$ cat src/rtl/pipeline_ctrl_pkg.sv
// Shared definitions for the pipeline hazard controller.
// Holds the controller state encoding, register-address width, the
// architectural zero register, and the packed pipeline-control bundle.
package pipeline_ctrl_pkg;

  localparam int unsigned REG_ADDR_W = 5;
  localparam logic [REG_ADDR_W-1:0] REG_ZERO = 5'd0;

  typedef enum logic {
    RUN     = 1'b0,
    MD_WAIT = 1'b1
  } ctrl_state_e;

  // One bit per pipeline control line driven by the controller.
  typedef struct packed {
    logic multdiv_start;
    logic pc_stall;
    logic fetch_decode_stall;
    logic fetch_decode_flush;
    logic decode_execute_stall;
    logic decode_execute_flush;
    logic execute_memory_bubble;
  } ctrl_bus_t;

endpackage

$ cat src/rtl/load_use_detector.sv
// Combinational load-use hazard compare.
// Flags when the instruction in execute is a load writing a non-zero
// register that the instruction in decode reads (rs always, rt only when
// decode_uses_rt is set).
// Ports:
//   decode_rs_address / decode_rt_address / decode_uses_rt : decode sources
//   execute_regfile_write_address / execute_refile_write_en /
//   execute_ram_to_register_en : execute destination and load flag
//   hazard : one-cycle bubble required
module load_use_detector
  import pipeline_ctrl_pkg::*;
(
  input  logic [REG_ADDR_W-1:0] decode_rs_address,
  input  logic [REG_ADDR_W-1:0] decode_rt_address,
  input  logic                  decode_uses_rt,
  input  logic [REG_ADDR_W-1:0] execute_regfile_write_address,
  input  logic                  execute_refile_write_en,
  input  logic                  execute_ram_to_register_en,
  output logic                  hazard
);

  logic rs_match;
  logic rt_match;

  always_comb begin
    rs_match = (execute_regfile_write_address == decode_rs_address);
    rt_match = decode_uses_rt & (execute_regfile_write_address == decode_rt_address);
    hazard   = execute_ram_to_register_en & execute_refile_write_en &
               (execute_regfile_write_address != REG_ZERO) &
               (rs_match | rt_match);
  end

endmodule

$ cat src/rtl/pipeline_hazard_controller.sv
// Central stall/flush sequencer for the 5-stage pipeline.
// Handles load-use bubbles, taken control transfers resolved in execute,
// and multi-cycle mult/div freezes (start pulse, wait for ready or timeout).
// Control outputs are Mealy functions of state and inputs and are forced
// low while reset is asserted.
// Ports:
//   clock, reset (async, active-low)
//   decode_* / execute_* : hazard sources from decode and the D/X latch
//   multdiv_ready / multdiv_start : mult/div handshake
//   pc_stall, fetch_decode_stall/flush, decode_execute_stall/flush,
//   execute_memory_bubble : pipeline latch controls
//   multdiv_timeout : sticky, a mult/div was released by timeout
//   stall_count : saturating count of cycles with pc_stall=1
module pipeline_hazard_controller
  import pipeline_ctrl_pkg::*;
#(
  parameter int unsigned MD_TIMEOUT        = 64,
  parameter int unsigned STALL_COUNT_WIDTH = 16
) (
  input  logic                         clock,
  input  logic                         reset,
  input  logic [REG_ADDR_W-1:0]        decode_rs_address,
  input  logic [REG_ADDR_W-1:0]        decode_rt_address,
  input  logic                         decode_uses_rt,
  input  logic [REG_ADDR_W-1:0]        execute_regfile_write_address,
  input  logic                         execute_refile_write_en,
  input  logic                         execute_ram_to_register_en,
  input  logic                         execute_branch_taken,
  input  logic                         execute_multdiv_op,
  input  logic                         multdiv_ready,
  output logic                         multdiv_start,
  output logic                         pc_stall,
  output logic                         fetch_decode_stall,
  output logic                         fetch_decode_flush,
  output logic                         decode_execute_stall,
  output logic                         decode_execute_flush,
  output logic                         execute_memory_bubble,
  output logic                         multdiv_timeout,
  output logic [STALL_COUNT_WIDTH-1:0] stall_count
);

  localparam int unsigned MD_CNT_W = $clog2(MD_TIMEOUT + 1);

  ctrl_state_e         state;
  ctrl_state_e         state_next;
  logic [MD_CNT_W-1:0] md_cnt;
  logic                md_at_limit;
  logic                hazard;
  logic                timeout_hit;
  ctrl_bus_t           ctrl;

  load_use_detector u_load_use_detector (
    .decode_rs_address             (decode_rs_address),
    .decode_rt_address             (decode_rt_address),
    .decode_uses_rt                (decode_uses_rt),
    .execute_regfile_write_address (execute_regfile_write_address),
    .execute_refile_write_en       (execute_refile_write_en),
    .execute_ram_to_register_en    (execute_ram_to_register_en),
    .hazard                        (hazard)
  );

  assign md_at_limit = (md_cnt == MD_CNT_W'(MD_TIMEOUT));

  // State register
  always_ff @(posedge clock or negedge reset) begin
    if (!reset) begin
      state <= RUN;
    end else begin
      state <= state_next;
    end
  end

  // Next-state logic
  always_comb begin
    state_next = state;
    case (state)
      RUN: begin
        if (!execute_branch_taken && execute_multdiv_op) begin
          state_next = MD_WAIT;
        end
      end
      MD_WAIT: begin
        if (multdiv_ready || md_at_limit) begin
          state_next = RUN;
        end
      end
      default: state_next = RUN;
    endcase
  end

  // Output logic; all controls low while reset is asserted
  always_comb begin
    ctrl        = '0;
    timeout_hit = 1'b0;
    if (reset) begin
      case (state)
        RUN: begin
          if (execute_branch_taken) begin
            // Redirect wins: squash the two younger stages, hazard is moot.
            ctrl.fetch_decode_flush   = 1'b1;
            ctrl.decode_execute_flush = 1'b1;
          end else if (execute_multdiv_op) begin
            ctrl.multdiv_start         = 1'b1;
            ctrl.pc_stall              = 1'b1;
            ctrl.fetch_decode_stall    = 1'b1;
            ctrl.decode_execute_stall  = 1'b1;
            ctrl.execute_memory_bubble = 1'b1;
          end else if (hazard) begin
            ctrl.pc_stall             = 1'b1;
            ctrl.fetch_decode_stall   = 1'b1;
            ctrl.decode_execute_flush = 1'b1;
          end
        end
        MD_WAIT: begin
          // Execute is frozen here, so branch and hazard inputs are stale.
          if (multdiv_ready) begin
            ctrl = '0;
          end else if (md_at_limit) begin
            timeout_hit = 1'b1;
          end else begin
            ctrl.pc_stall              = 1'b1;
            ctrl.fetch_decode_stall    = 1'b1;
            ctrl.decode_execute_stall  = 1'b1;
            ctrl.execute_memory_bubble = 1'b1;
          end
        end
        default: ctrl = '0;
      endcase
    end
  end

  assign multdiv_start         = ctrl.multdiv_start;
  assign pc_stall              = ctrl.pc_stall;
  assign fetch_decode_stall    = ctrl.fetch_decode_stall;
  assign fetch_decode_flush    = ctrl.fetch_decode_flush;
  assign decode_execute_stall  = ctrl.decode_execute_stall;
  assign decode_execute_flush  = ctrl.decode_execute_flush;
  assign execute_memory_bubble = ctrl.execute_memory_bubble;

  // Mult/div wait counter: the start cycle counts as 0
  always_ff @(posedge clock or negedge reset) begin
    if (!reset) begin
      md_cnt <= '0;
    end else if (state == RUN && state_next == MD_WAIT) begin
      md_cnt <= MD_CNT_W'(1);
    end else if (state == MD_WAIT && state_next == MD_WAIT) begin
      md_cnt <= md_cnt + MD_CNT_W'(1);
    end else begin
      md_cnt <= '0;
    end
  end

  // Sticky timeout flag
  always_ff @(posedge clock or negedge reset) begin
    if (!reset) begin
      multdiv_timeout <= 1'b0;
    end else if (timeout_hit) begin
      multdiv_timeout <= 1'b1;
    end
  end

  // Saturating stall performance counter
  always_ff @(posedge clock or negedge reset) begin
    if (!reset) begin
      stall_count <= '0;
    end else if (ctrl.pc_stall && (stall_count != '1)) begin
      stall_count <= stall_count + STALL_COUNT_WIDTH'(1);
    end
  end

endmodule

$ cat config.mk
export PLATFORM = sky130hd
export DESIGN_NAME = pipeline_hazard_controller
export DESIGN_NICKNAME = d
export VERILOG_FILES = /design/src/rtl/pipeline_ctrl_pkg.sv /design/src/rtl/load_use_detector.sv /design/src/rtl/pipeline_hazard_controller.sv
export SDC_FILE = /design/constraint.sdc
export NUM_CORES = 1
export LEC_CHECK = 0
export CAP_MARGIN = 30
export CORE_AREA = 2 2 70 72
export DETAILED_ROUTE_END_ITERATION = 8
export DIE_AREA = 0 0 72 74
export GPL_TIMING_DRIVEN = 1
export SYNTH_ARGS = -nofsm -noshare
export SYNTH_HDL_FRONTEND = slang
export SYNTH_SLANG_ARGS = --single-unit
export TNS_END_PERCENT = 20
$ cat constraint.sdc
create_clock -name clock -period 4 [get_ports clock]
set_clock_uncertainty 0.2 [all_clocks]
set_input_delay 0.8 -clock clock [delete_from_list [all_inputs] [get_ports clock]]
set_output_delay 0.8 -clock clock [all_outputs]
set_load 0.01 [all_outputs]
==> impl_metrics.tcl, run 1 <==
set metrics [dict create \
    numClockSinks 25 \
    clk_latency_ns 0.26 \
    cp.arrival_ns 2.75 \
    synth_top_family_by_area "simple AND/OR/NAND/NOR gates" \
    worst-path-max-fanout 17 \
    synthArstFlopShare_pct 100 \
    ys_seq_area_share_pct 44.2 \
    cts_resized 0 \
    cp_cell_sequence "clkdlybuf4s50_1, xnor2_1, nand3_1, o22ai_1, a31o_4, clkdlybuf4s50_1" \
    crit_type "in -> out" \
    power.leakage_nw 0.816 \
    finalNetCount 211 \
    wl_met2_mm 1.64 \
    synthCells 138 \
    finalWeightedCongestion 0.781 \
    cts_tree "done" \
    crit_slowest_cell "clkdlybuf4s50_1" \
    fin_area_um2 1960 \
    yosys-mux-area-fraction_pct 0.796 \
    syn_area_um2 1410 \
    startpoint "execute_regfile_write_address[1]" \
    ant_nets 0 \
    postCtsSetupRepairBufs 0 \
    wl_mm 3.24 \
    drive_gt1_share_pct 6.52 \
    r2r-start "stall_count[2]$_DFFE_PN0P_" \
    drtPass1Iterations 4 \
    synth-edff-count 0 \
    hold_viol 0 \
    synth_compound_area_share_pct 5.40 \
    dpl_cell_area_um2 1910 \
    slowest_delay_ns 0.57 \
    via_per_inst 4.82 \
    ys_ff_latch 25 \
    highest_layer "met4" \
    period_share_pct 93.8 \
    finalSetupViolCount 0 \
    clk_path_buf_depth 2 \
    powerDensity_nw_per_um2 335 \
    finalSetupTns_ns 0 \
    r2r_slack_ns 1.45 \
    synthAdderAreaFrac_pct 2.65 \
    cts_hold_buf 0 \
    avgSynthCellArea_um2 10.2 \
    path_clk_slew_ns 0.08 \
    period_needed_ns 3.75 \
    maxCapViolCount 0 \
    rows 25 \
    grt_max_degree 27 \
    synth-main-ff-cell "dfrtp_1" \
    synth.distinct_cells 31 \
    grt_usage_pct 13.0 \
    status "finished clean" \
    hold_path_class "reg -> reg" \
    die-area_um2 5330 \
    worst_pin_slew_ns 0.607 \
    grt_pass1_wl_mm 5.60 \
    cp_common_cell "clkdlybuf4s50_1" \
    post_drt_wl_per_cell_um 13.6 \
    die_h_um 74 \
    synth_nets 164 \
    min_from "multdiv_timeout$_DFFE_PN0P_" \
    worst_setup_path_end_kind "output port" \
    grt_pass1_vias 1201 \
    diodes 0 \
    io_buffers 46 \
    timing.critical_path.buf_inv 2 \
    drc 0 \
    peakVddDrop_v 0.000214 \
    grt_overflow 0 \
    cp-start-kind "primary input" \
    cts_buffers 3 \
    synthSimpleGateAreaFrac_pct 24.2 \
    yosys.area_share.xor_xnor_pct 18.6 \
    ys_warn_count 0 \
    num_vias 1147 \
    start_util_pct 30.7 \
    wl_met1_mm 1.44 \
    cts_root_buf "clkbuf_8" \
    die_w_um 72 \
    required_ns 3.00 \
    antenna_found_initial 0 \
    syn2layout_area_growth_pct 38.7 \
    rsz0062_at_grt "no" \
    core_area_um2 4600 \
    drt_iter0_drc 59 \
    htree_levels 1 \
    routed-wl-met3_um 123 \
    critPathTopFamily "buffers and inverters" \
    slew_headroom_pct 59.4 \
    max_freq_mhz 267 \
    hpwl_mm 2.55 \
    final-max-slew-violation-count 0 \
    io_pins 47 \
]
## flip-flops by register name, indices dropped and copies added, names as in the netlist
| name | count |
|---|---|
| md_cnt | 7 |
| multdiv_timeout | 1 |
| state | 1 |
| stall_count | 16 |
## logic make-up after synthesis
group	count (synthesis)
and+or+nand+nor	60
AOI/OAI and AO/OA	8
buffers and inverters	11
muxes	1
DFF	25
adders and majority gates	3
xor gates and xnor gates	30
## metal layers
layer | GRT usage, % | vias up
met5 | 0 | -
met1 | 16.4 | 559
met2 | 23.3 | 24
li1 | - | 560
met3 | 3.52 | 4
met4 | 1.47 | 0
## power breakdown
| part | internal, W | leakage, nW | total [W] | switching (W) |
|---|---|---|---|---|
| sequential | 0.000280 | 0.328 | 0.000314 | 0.0000337 |
| combinational | 0.000112 | 0.462 | 0.000194 | 0.0000817 |
| clock | 0.0000695 | 0.0255 | 0.000148 | 0.0000788 |
## cell usage after synthesis (2+ instances only)
master    instances  area (um^2)
inv_1             6         22.5
ha_1              3         37.5
and3_1           10         62.6
nor4bb_1          3         30.0
buf_4             2         15.0
nand2_1          11         41.3
nor2b_1           2         12.5
nand3b_1          2         15.0
nand3_1           8         40.0
and2_1            3         18.8
dfrtp_1          25          626
nand4_1           7         43.8
xnor2_1          26          228
xor2_1            4         35.0
nor2_1            9         33.8
nand3_2           2         20.0
## cell usage in the layout (no fill, tap or decap), types with 4 or more instances in the layout
| cell | count |
|---|---|
| xnor2_1 | 26 |
| nand2_1 | 11 |
| and3_1 | 10 |
| dfrtp_1 | 25 |
| nand4_1 | 7 |
| nand3_1 | 8 |
| xor2_1 | 4 |
| clkdlybuf4s50_1 | 46 |
| nor2_1 | 9 |
| inv_1 | 6 |
## metrics by stage
step	hold slack, ns	setup slack [ns]	total power, W	cells	util [%]
global placement	0.256	0.318	0.000508	234	41.6
CTS	0.299	0.270	0.000664	238	42.6
floorplan	0.280	1.19	0.000404	138	-
detailed placement	0.273	0.273	0.000514	234	41.6
global route	0.323	0.161	0.000701	238	42.6
finish	0.291	0.248	0.000656	238	42.6
## tightest hold or removal path, cell delays in order, from the launching register on
cell and delay [ns]:
dfrtp_1 0.36, inv_1 0.05, o31ai_1 0.05
## worst paths after layout
check,end,cells after the start
min in group asynchronous,stall_count[10]$_DFFE_PN0P_,2
max reg2reg,stall_count[1]$_DFFE_PN0P_,6
min reg2reg,multdiv_timeout$_DFFE_PN0P_,2
max in group asynchronous,md_cnt[1]$_DFF_PN0_,2
min,multdiv_timeout$_DFFE_PN0P_,2
max,pc_stall,6
## area by class of cell
class / count / area (um^2)
clock inverter: 1 / 5.00
sequential: 25 / 626
clock buffer: 3 / 41.3
tap: 54 / 67.6
fill: 454 / 2640
timing repair buffer: 47 / 468
inverter: 6 / 22.5
multi-input combinational: 102 / 731
(Power assumes the default switching activity.)
==> inputs of run 2 (changes only) <==
--- a/config.mk
+++ b/config.mk
@@ -8,6 +8,7 @@
 export CAP_MARGIN = 30
-export CORE_AREA = 2 2 70 72
+export CORE_AREA = 2 2 61 63
 export DETAILED_ROUTE_END_ITERATION = 8
-export DIE_AREA = 0 0 72 74
+export DIE_AREA = 0 0 63 65
 export GPL_TIMING_DRIVEN = 1
+export PLACE_DENSITY = 0.73
 export SYNTH_ARGS = -nofsm -noshare
--- a/constraint.sdc
+++ b/constraint.sdc
@@ -4,2 +4,2 @@
 set_output_delay 0.8 -clock clock [all_outputs]
-set_load 0.01 [all_outputs]
+set_load 0.005 [all_outputs]
==> run 2 against run 1 <==
Total power decreased by 6.8%. Non-clock buffer count did not move. Critical path depth is the same. Wire length decreased by 0.62%. First-iteration DRC count is 25% lower. Global-route usage rose by 3.8 points. Final cell count fell by 2.5%. Sequential share of layout area rose by 0.39 points. Die area fell by 23%. Clock-buffer cell count unchanged.
==> impl_metrics.tcl, run 2 (same netlist as run 1, synthesis figures left out) <==
set metrics [dict create \
    status "finished clean" \
    cp_cell_sequence "clkdlybuf4s50_1, nor2b_1, nand3_1, a21oi_1, a31o_4, clkdlybuf4s50_1" \
    finalWeightedCongestion 0.801 \
    post_drt_wl_per_cell_um 13.9 \
    finalSetupViolCount 0 \
    hold_viol 0 \
    finalNetCount 211 \
    layout_common_cells "clkdlybuf4s50_1, xnor2_1, dfrtp_1" \
    rsz0062_at_grt "no" \
    via_per_inst 4.97 \
    rows 22 \
    holdWs_ns 0.291 \
    r2r_slack_ns 1.49 \
    largest-register "stall_count" \
    period_share_pct 93.5 \
    hpwl_mm 2.56 \
    cts_tree "done" \
    die-area_um2 4100 \
    die_w_um 63 \
    worst-path-max-fanout 17 \
    holdPathEnd "multdiv_timeout$_DFFE_PN0P_" \
    syn2layout_area_growth_pct 37.0 \
    finalSetupTns_ns 0 \
    grt_usage_pct 16.9 \
    largest_register_ffs 16 \
    antenna_found_initial 0 \
    cp-start-kind "primary input" \
    r2r-start "stall_count[2]$_DFFE_PN0P_" \
    cts_buffers 3 \
    htree_levels 1 \
    drc 0 \
    r2r_end "stall_count[1]$_DFFE_PN0P_" \
    mostFrequentLayoutCell "clkdlybuf4s50_1" \
    die_h_um 65 \
    worst_setup_path_end_kind "output port" \
    ant_nets 0 \
    crit_slowest_cell "clkdlybuf4s50_1" \
    instances_no_fill 232 \
    fin_util_pct 55.4 \
    cp.arrival_ns 2.74 \
    drt_iter0_drc 44 \
    maxCapViolCount 0 \
    cp_common_cell "clkdlybuf4s50_1" \
    slew_headroom_pct 60.1 \
    io_pins 47 \
    drtPass1Iterations 4 \
    powerDensity_nw_per_um2 316 \
    peakVddDrop_v 0.000144 \
    timing.critical_path.buf_inv 2 \
    num_vias 1152 \
    max_freq_mhz 268 \
    cts_hold_buf 0 \
    dpl_cell_area_um2 1910 \
    crit_type "in -> out" \
    ff2ff_path_depth 6 \
    period_needed_ns 3.74 \
    final-max-slew-violation-count 0 \
    dp_cells 228 \
    grt_pass1_wl_mm 5.58 \
    hold_path_class "reg -> reg" \
    worst_pin_slew_ns 0.597 \
    reg_top3 "stall_count: 16 flops, md_cnt: 7 flops" \
    clk_path_buf_depth 2 \
    cts_resized 0 \
    grt_max_degree 27 \
    grt_overflow 0 \
    core_area_um2 3500 \
    numClockSinks 25 \
    fin_area_um2 1940 \
    start_util_pct 40.4 \
    hold_path_depth 2 \
    critPathTopFamily "buffers and inverters" \
    path_clk_slew_ns 0.15 \
    slowest_delay_ns 0.53 \
    required_ns 3.00 \
    wl_mm 3.22 \
    clk_latency_ns 0.32 \
    num-fill-cells 338 \
    io_buffers 46 \
    min_from "multdiv_timeout$_DFFE_PN0P_" \
    cts_root_buf "clkbuf_4" \
    drive_gt1_share_pct 6.52 \
    diodes 0 \
    postCtsSetupRepairBufs 0 \
    power.leakage_nw 0.804 \
    grt_pass1_vias 1208 \
]
## run 2: how the worst max path moves through the flow
stage	start	endpoint	cells past startpoint
6_report	reset	pc_stall	6
3_3_place_gp	execute_regfile_write_address[3]	pc_stall	6
5_1_grt	reset	fetch_decode_stall	6
3_5_place_dp	reset	pc_stall	6
2_1_floorplan	md_cnt[3]$_DFF_PN0_	pc_stall	6
4_1_cts	reset	pc_stall	6
## run 2: worst min-delay path: cells and delay by family (launching register included)
kind,cells,cell delay [ns]
DFF,1,0.37
AOI/OAI and AO/OA,1,0.05
buffers and inverters,1,0.04
## run 2: per-layer routing
layer  share of wire [%]  up-vias  track usage, %
met5                   0        -               0
met4                0.25        0            2.50
met3                 4.1        2            2.08
met2                  54       25            32.3
met1                  41      565            20.5
li1                    -      560               -
## run 2: cell type report
cell class	instances	area, um^2	share of cell area, %
repair buffers	47	468	24.2
flip-flops and latches	25	626	32.3
clock buffers	3	22.5	1.16
multi-input cells	102	731	37.7
well taps	48	60.1	3.10
inverters	6	22.5	1.16
clock inverters	1	7.51	0.388
## run 2: report_power, final
group | internal (W) | leakage [nW] | switching [W]
sequential | 0.000280 | 0.328 | 0.0000291
clock | 0.0000381 | 0.0139 | 0.0000805
combinational | 0.000111 | 0.462 | 0.0000725
total | 0.000430 | 0.804 | 0.000182
## run 2: through the flow
| stage | power, W | worst slack, ns |
|---|---|---|
| after floorplan | 0.000393 | 1.23 |
| after global placement | 0.000492 | 0.352 |
| after detailed placement | 0.000499 | 0.311 |
| after CTS | 0.000615 | 0.280 |
| after global routing | 0.000652 | 0.163 |
| final | 0.000612 | 0.262 |
==> patch 1, RTL diff (settings of run 2) <==
Set the parameter `MD_TIMEOUT` to 128 (it was 64).
--- a/src/rtl/pipeline_hazard_controller.sv
+++ b/src/rtl/pipeline_hazard_controller.sv
@@ -16,3 +16,3 @@
 #(
-  parameter int unsigned MD_TIMEOUT        = 64,
+  parameter int unsigned MD_TIMEOUT        = 128,
   parameter int unsigned STALL_COUNT_WIDTH = 16
Formal check against the unedited RTL: same outputs for any inputs over 10 cycles, from zero or initial values and one cycle with reset low; that may be too few to reach the edited logic, so the function may still have changed.
==> patch 1 against run 2 <==
First-iteration DRC count rose by 39%; core utilization grew 2.3 points; synthesized cell count is 5.1% higher; via count increased by 5.5%; wire length rose by 1.6%; synthesized area is 3.0% higher; clock power grew 51%; setup slack lost 0.026 ns; total power rose by 17%; final area grew 4.2%; critical path depth increased by 1; worst hold slack lost 0.0031 ns; sequential cell count rose by 1; critical path type unchanged.
==> patch 1: results (changes against run 2) <==
- Final wirelength: 3270 µm (+1.6%)
- Inserted Diodes: 0 (unchanged)
- Wire per inst: 13.6 µm (-2.2%)
- Initial DRC count: 61 (+39%)
- WL met1: 1410 µm (+5.6%)
- Top Registers: stall_count (16), md_cnt (8)
- Asr flop ratio synth: 1.00 (unchanged)
- Peak VDD IR: 0.329 mV (+130%)
- Met2 wire len: 1660 µm (-4.9%)
- Gr usage total: 0.175 (+0.00664)
- Number of synthesis warnings: 0 (unchanged)
- Initial antenna violation count: 0 (unchanged)
- CTS buffer count: 3 (unchanged)
- Ys flop type: dfrtp_1
- HP Class: flip-flop to flip-flop
- Met3 wire len: 155 µm (+18%)
- Root Buffer: clkbuf_4
- Arr. time, crit path: 2.76 ns (+0.02 ns)
- Clock buffer depth: 2 (unchanged)
- GPL Wtd Cong: 0.833 (+4.0%)
- Lkg Pwr: 0.850 nW (+5.7%)
- Pin slew with the least headroom to its limit: 0.472 ns (-0.126 ns)
- Top sig layer: met4
- Clk slew on worst S/H paths: 0.15 ns (about the same)
- Vias in the first global route: 1,237 (+2.4%)
- Unique masters post-synth: 35 (+13%)
- Synth top cells by count: 26 x dfrtp_1, 18 x xor2_1, 14 x nand3_1
- Fillcell total: 330 (-2.4%)
- Crit-path max FO: 3 (-14)
- Post-CTS Setup Bufs: 0 (unchanged)
- H-tree lvl count: 1 (unchanged)
- Port Buf Inserts: 46 (unchanged)
- Seq/Total Area, Yosys: 0.447 (+0.00426)
- Drt pass-1 iters: 4 (unchanged)
- Syn nets: 171 (+4.3%)
- CTS resizes: 0 (unchanged)
- HPWL after detailed placement: 2500 µm (-2.2%)
- Place WS: 0.269 ns (-0.0423 ns)
- Nets: 220 (+4.3%)
- Max FFs per register: 16 (unchanged)
- Layout cell share with drive strength beyond 1: 0.0725 (+0.00732)
- Status: finished clean
- Synth Instances: 145 (+5.1%)
- Pin count of the biggest net entering global routing: 22 (-19%)
- Vias per cell: 5.04 (+1.5%)
- Top post-synthesis cells by area: dfrtp_1 45%, xor2_1 11%, xnor2_1 7.8%
- # placed instances: 237 (+3.9%)
- Placement Cell Area: 1970 µm² (+3.1%)
- Clk_lat worst skew: 0.33 ns
- First-pass GRT wire length: 5670 µm (+1.7%)
patch 1: kinds of logic (layout without fill, tap and decap cells):
group                      count (synthesis)  in the layout  synth area share
buffers and inverters                     11             59            0.0387
AOI/OAI and AO/OA                         10             10            0.0636
DFF                                       26             26             0.447
muxes                                      1              1           0.00773
adders and majority gates                  3              3            0.0258
xor gates and xnor gates                  31             31             0.186
and+or+nand+nor                           63             63             0.231
patch 1: path summary, 6_finish.rpt:
check | start | end | slack (ns) | cells past startpoint
max | execute_regfile_write_address[3] | fetch_decode_stall | 0.24 | 7
min | multdiv_timeout | multdiv_timeout | 0.29 | 1
max reg2reg | md_cnt[0] | stall_count[1] | 1.44 | 8
min reg2reg | multdiv_timeout | multdiv_timeout | 0.29 | 1
max in group asynchronous | reset | stall_count[3] | 2.69 | 2
min in group asynchronous | reset | md_cnt[0] | 0.60 | 2
patch 1: where the power goes:
part           total [mW]  switching (mW)  internal [mW]
combinational       0.193          0.0757          0.117
clock               0.180          0.0788          0.101
sequential          0.344          0.0492          0.295
patch 1: area by class of cell:
class	count	area [µm²]	share of cell area
Clock buffer	3	22.5	0.0112
Clock inverter	1	30.0	0.0149
Inverter	6	22.5	0.0112
Multi-Input combinational cell	108	749	0.371
Sequential cell	26	651	0.322
Tap cell	48	60.1	0.0298
Timing Repair Buffer	49	483	0.239
patch 1: critical path, cell delays in order:
cell and delay [ns]:
clkdlybuf4s50_1 0.55, xnor2_1 0.15, nand4_1 0.10, o22ai_1 0.30, nand2b_1 0.13, o21bai_1 0.20, clkdlybuf4s50_1 0.54
patch 1: layer usage:
metal,vias to the layer above,GRT usage
li1,596,-
met1,583,0.221
met2,30,0.293
met3,6,0.0486
met4,0,0.0528
met5,-,0
==> patch 2, RTL diff (flow settings as in run 2) <==
Made on the original files. Add an input register stage for `execute_multdiv_op` and `multdiv_ready`, cleared by the reset; this delays them by one clock. The other inputs are not delayed to match.
--- a/src/rtl/pipeline_hazard_controller.sv
+++ b/src/rtl/pipeline_hazard_controller.sv
@@ -43,2 +43,15 @@
 
+  logic execute_multdiv_op_q;
+  logic multdiv_ready_q;
+
+  always_ff @(posedge clock or negedge reset) begin
+    if (!reset) begin
+      execute_multdiv_op_q <= '0;
+      multdiv_ready_q      <= '0;
+    end else begin
+      execute_multdiv_op_q <= execute_multdiv_op;
+      multdiv_ready_q      <= multdiv_ready;
+    end
+  end
+
   ctrl_state_e         state;
@@ -77,3 +90,3 @@
       RUN: begin
-        if (!execute_branch_taken && execute_multdiv_op) begin
+        if (!execute_branch_taken && execute_multdiv_op_q) begin
           state_next = MD_WAIT;
@@ -82,3 +95,3 @@
       MD_WAIT: begin
-        if (multdiv_ready || md_at_limit) begin
+        if (multdiv_ready_q || md_at_limit) begin
           state_next = RUN;
@@ -101,3 +114,3 @@
             ctrl.decode_execute_flush = 1'b1;
-          end else if (execute_multdiv_op) begin
+          end else if (execute_multdiv_op_q) begin
             ctrl.multdiv_start         = 1'b1;
@@ -115,3 +128,3 @@
           // Execute is frozen here, so branch and hazard inputs are stale.
-          if (multdiv_ready) begin
+          if (multdiv_ready_q) begin
             ctrl = '0;
Function: changed (a bounded check fails within 4 cycles, from zero or initial values and one cycle with reset low).
==> patch 2 against run 2 <==
Synthesized area up 2.1%; final area is 3.0% higher; sequential cell count rose by 2; setup slack got worse by 0.018 ns; via count up 2.3%; synthesized cell count grew 1.4%; total power rose by 17%; wire length is 3.5% higher; critical path type unchanged; largest cell class unchanged.
==> patch 2: results (changes against run 2) <==
- Place WS: 0.260 ns (-0.0518 ns)
- CTS buffer count: 3 (unchanged)
- Post-CTS Setup Bufs: 0 (unchanged)
- R2r setup slk: 1.39 ns (-0.10 ns)
- Inserted Diodes: 0 (unchanged)
- Final hold slack: 0.281 ns (-0.00968 ns)
- Port Buf Inserts: 46 (unchanged)
- Slowest-stage cell, CP: or4_1
- Asr flop ratio synth: 1.00 (unchanged)
- H-tree lvl count: 1 (unchanged)
- Avg Inst Size Synth: 10.3 µm² (+0.66%)
- Syn nets: 166 (+1.2%)
- Clock share of power: 0.162 (-0.032)
- Peak VDD IR: 0.299 mV (+110%)
- Clk_lat worst skew: 0.32 ns (about the same)
- Nets: 218 (+3.3%)
- Synth top cells by count: 27 x dfrtp_1, 18 x xnor2_1, 12 x xor2_1
- GPL Wtd Cong: 0.763 (-4.7%)
- Placement Cell Area: 1970 µm² (+3.2%)
- Unique masters post-synth: 34 (+9.7%)
- # placed instances: 235 (+3.1%)
- Initial DRC count: 9 (-80%)
- Top post-synthesis cells by area: dfrtp_1 47%, xnor2_1 11%, xor2_1 7.3%
- Status: finished clean
- Switching power: 218 µW (+20%)
- Internal cell power: 499 µW (+16%)
- Period utilization: 0.939 (+0.00438)
- Lkg Pwr: 0.799 nW (-0.69%)
- Pin slew with the least headroom to its limit: 0.490 ns (-0.107 ns)
- First-pass GRT wire length: 5730 µm (+2.7%)
- Pin count of the biggest net entering global routing: 18 (-33%)
- Layout cell share with drive strength beyond 1: 0.0733 (+0.00808)
- Largest area contributor in the netlist: dfrtp_1
- R2R Path Start: stall_count[0]
- HP Class: flip-flop to flip-flop
- Vias: 1,178 (+2.3%)
- Worst setup path startpoint: execute_regfile_write_address[2]
- Gr usage total: 0.176 (+0.00759)
- Final wirelength: 3330 µm (+3.5%)
- Hold-critical path depth: 2 (unchanged)
- Vias in the first global route: 1,253 (+3.7%)
- Fillcell total: 332 (-1.8%)
- Crit path to: fetch_decode_stall
- Arr. time, crit path: 2.76 ns (+0.02 ns)
- Hold Path Sink: multdiv_timeout
- HPWL after detailed placement: 2600 µm (+1.6%)
- Seq/Total Area, Yosys: 0.468 (+0.0255)
- Seq pwr share: 0.517 (+0.011)
- Vias per cell: 4.93 (-0.74%)
- Crit-path max FO: 3 (-14)
- Crit path max-delay family: buffers and inverters
patch 2: cell type report:
type / count / area [µm²] / area share
well taps: 48 / 60.1 / 0.0301
repair buffers: 50 / 490 / 0.246
flip-flops and latches: 27 / 676 / 0.339
clock buffers: 4 / 26.3 / 0.0132
inverters: 9 / 33.8 / 0.0169
multi-input cells: 101 / 708 / 0.355
patch 2: routing by layer:
layer  track usage  wire, µm  vias to the layer above
li1              -         -                      575
met2         0.327      1620                       41
met4        0.0583        33                        0
met1         0.196      1440                      558
met3        0.0451       238                        4
met5             0         0                        -
patch 2: logic make-up (layout without fill, tap and decap cells):
group | Yosys count | in the layout | share of synthesized area
adders and majority gates | 3 | 3 | 0.0260
DFF | 27 | 27 | 0.468
xor gates and xnor gates | 30 | 30 | 0.182
buffers and inverters | 12 | 63 | 0.0416
AOI/OAI and AO/OA | 10 | 10 | 0.0633
muxes | 1 | 1 | 0.00780
and+or+nand+nor | 57 | 57 | 0.211
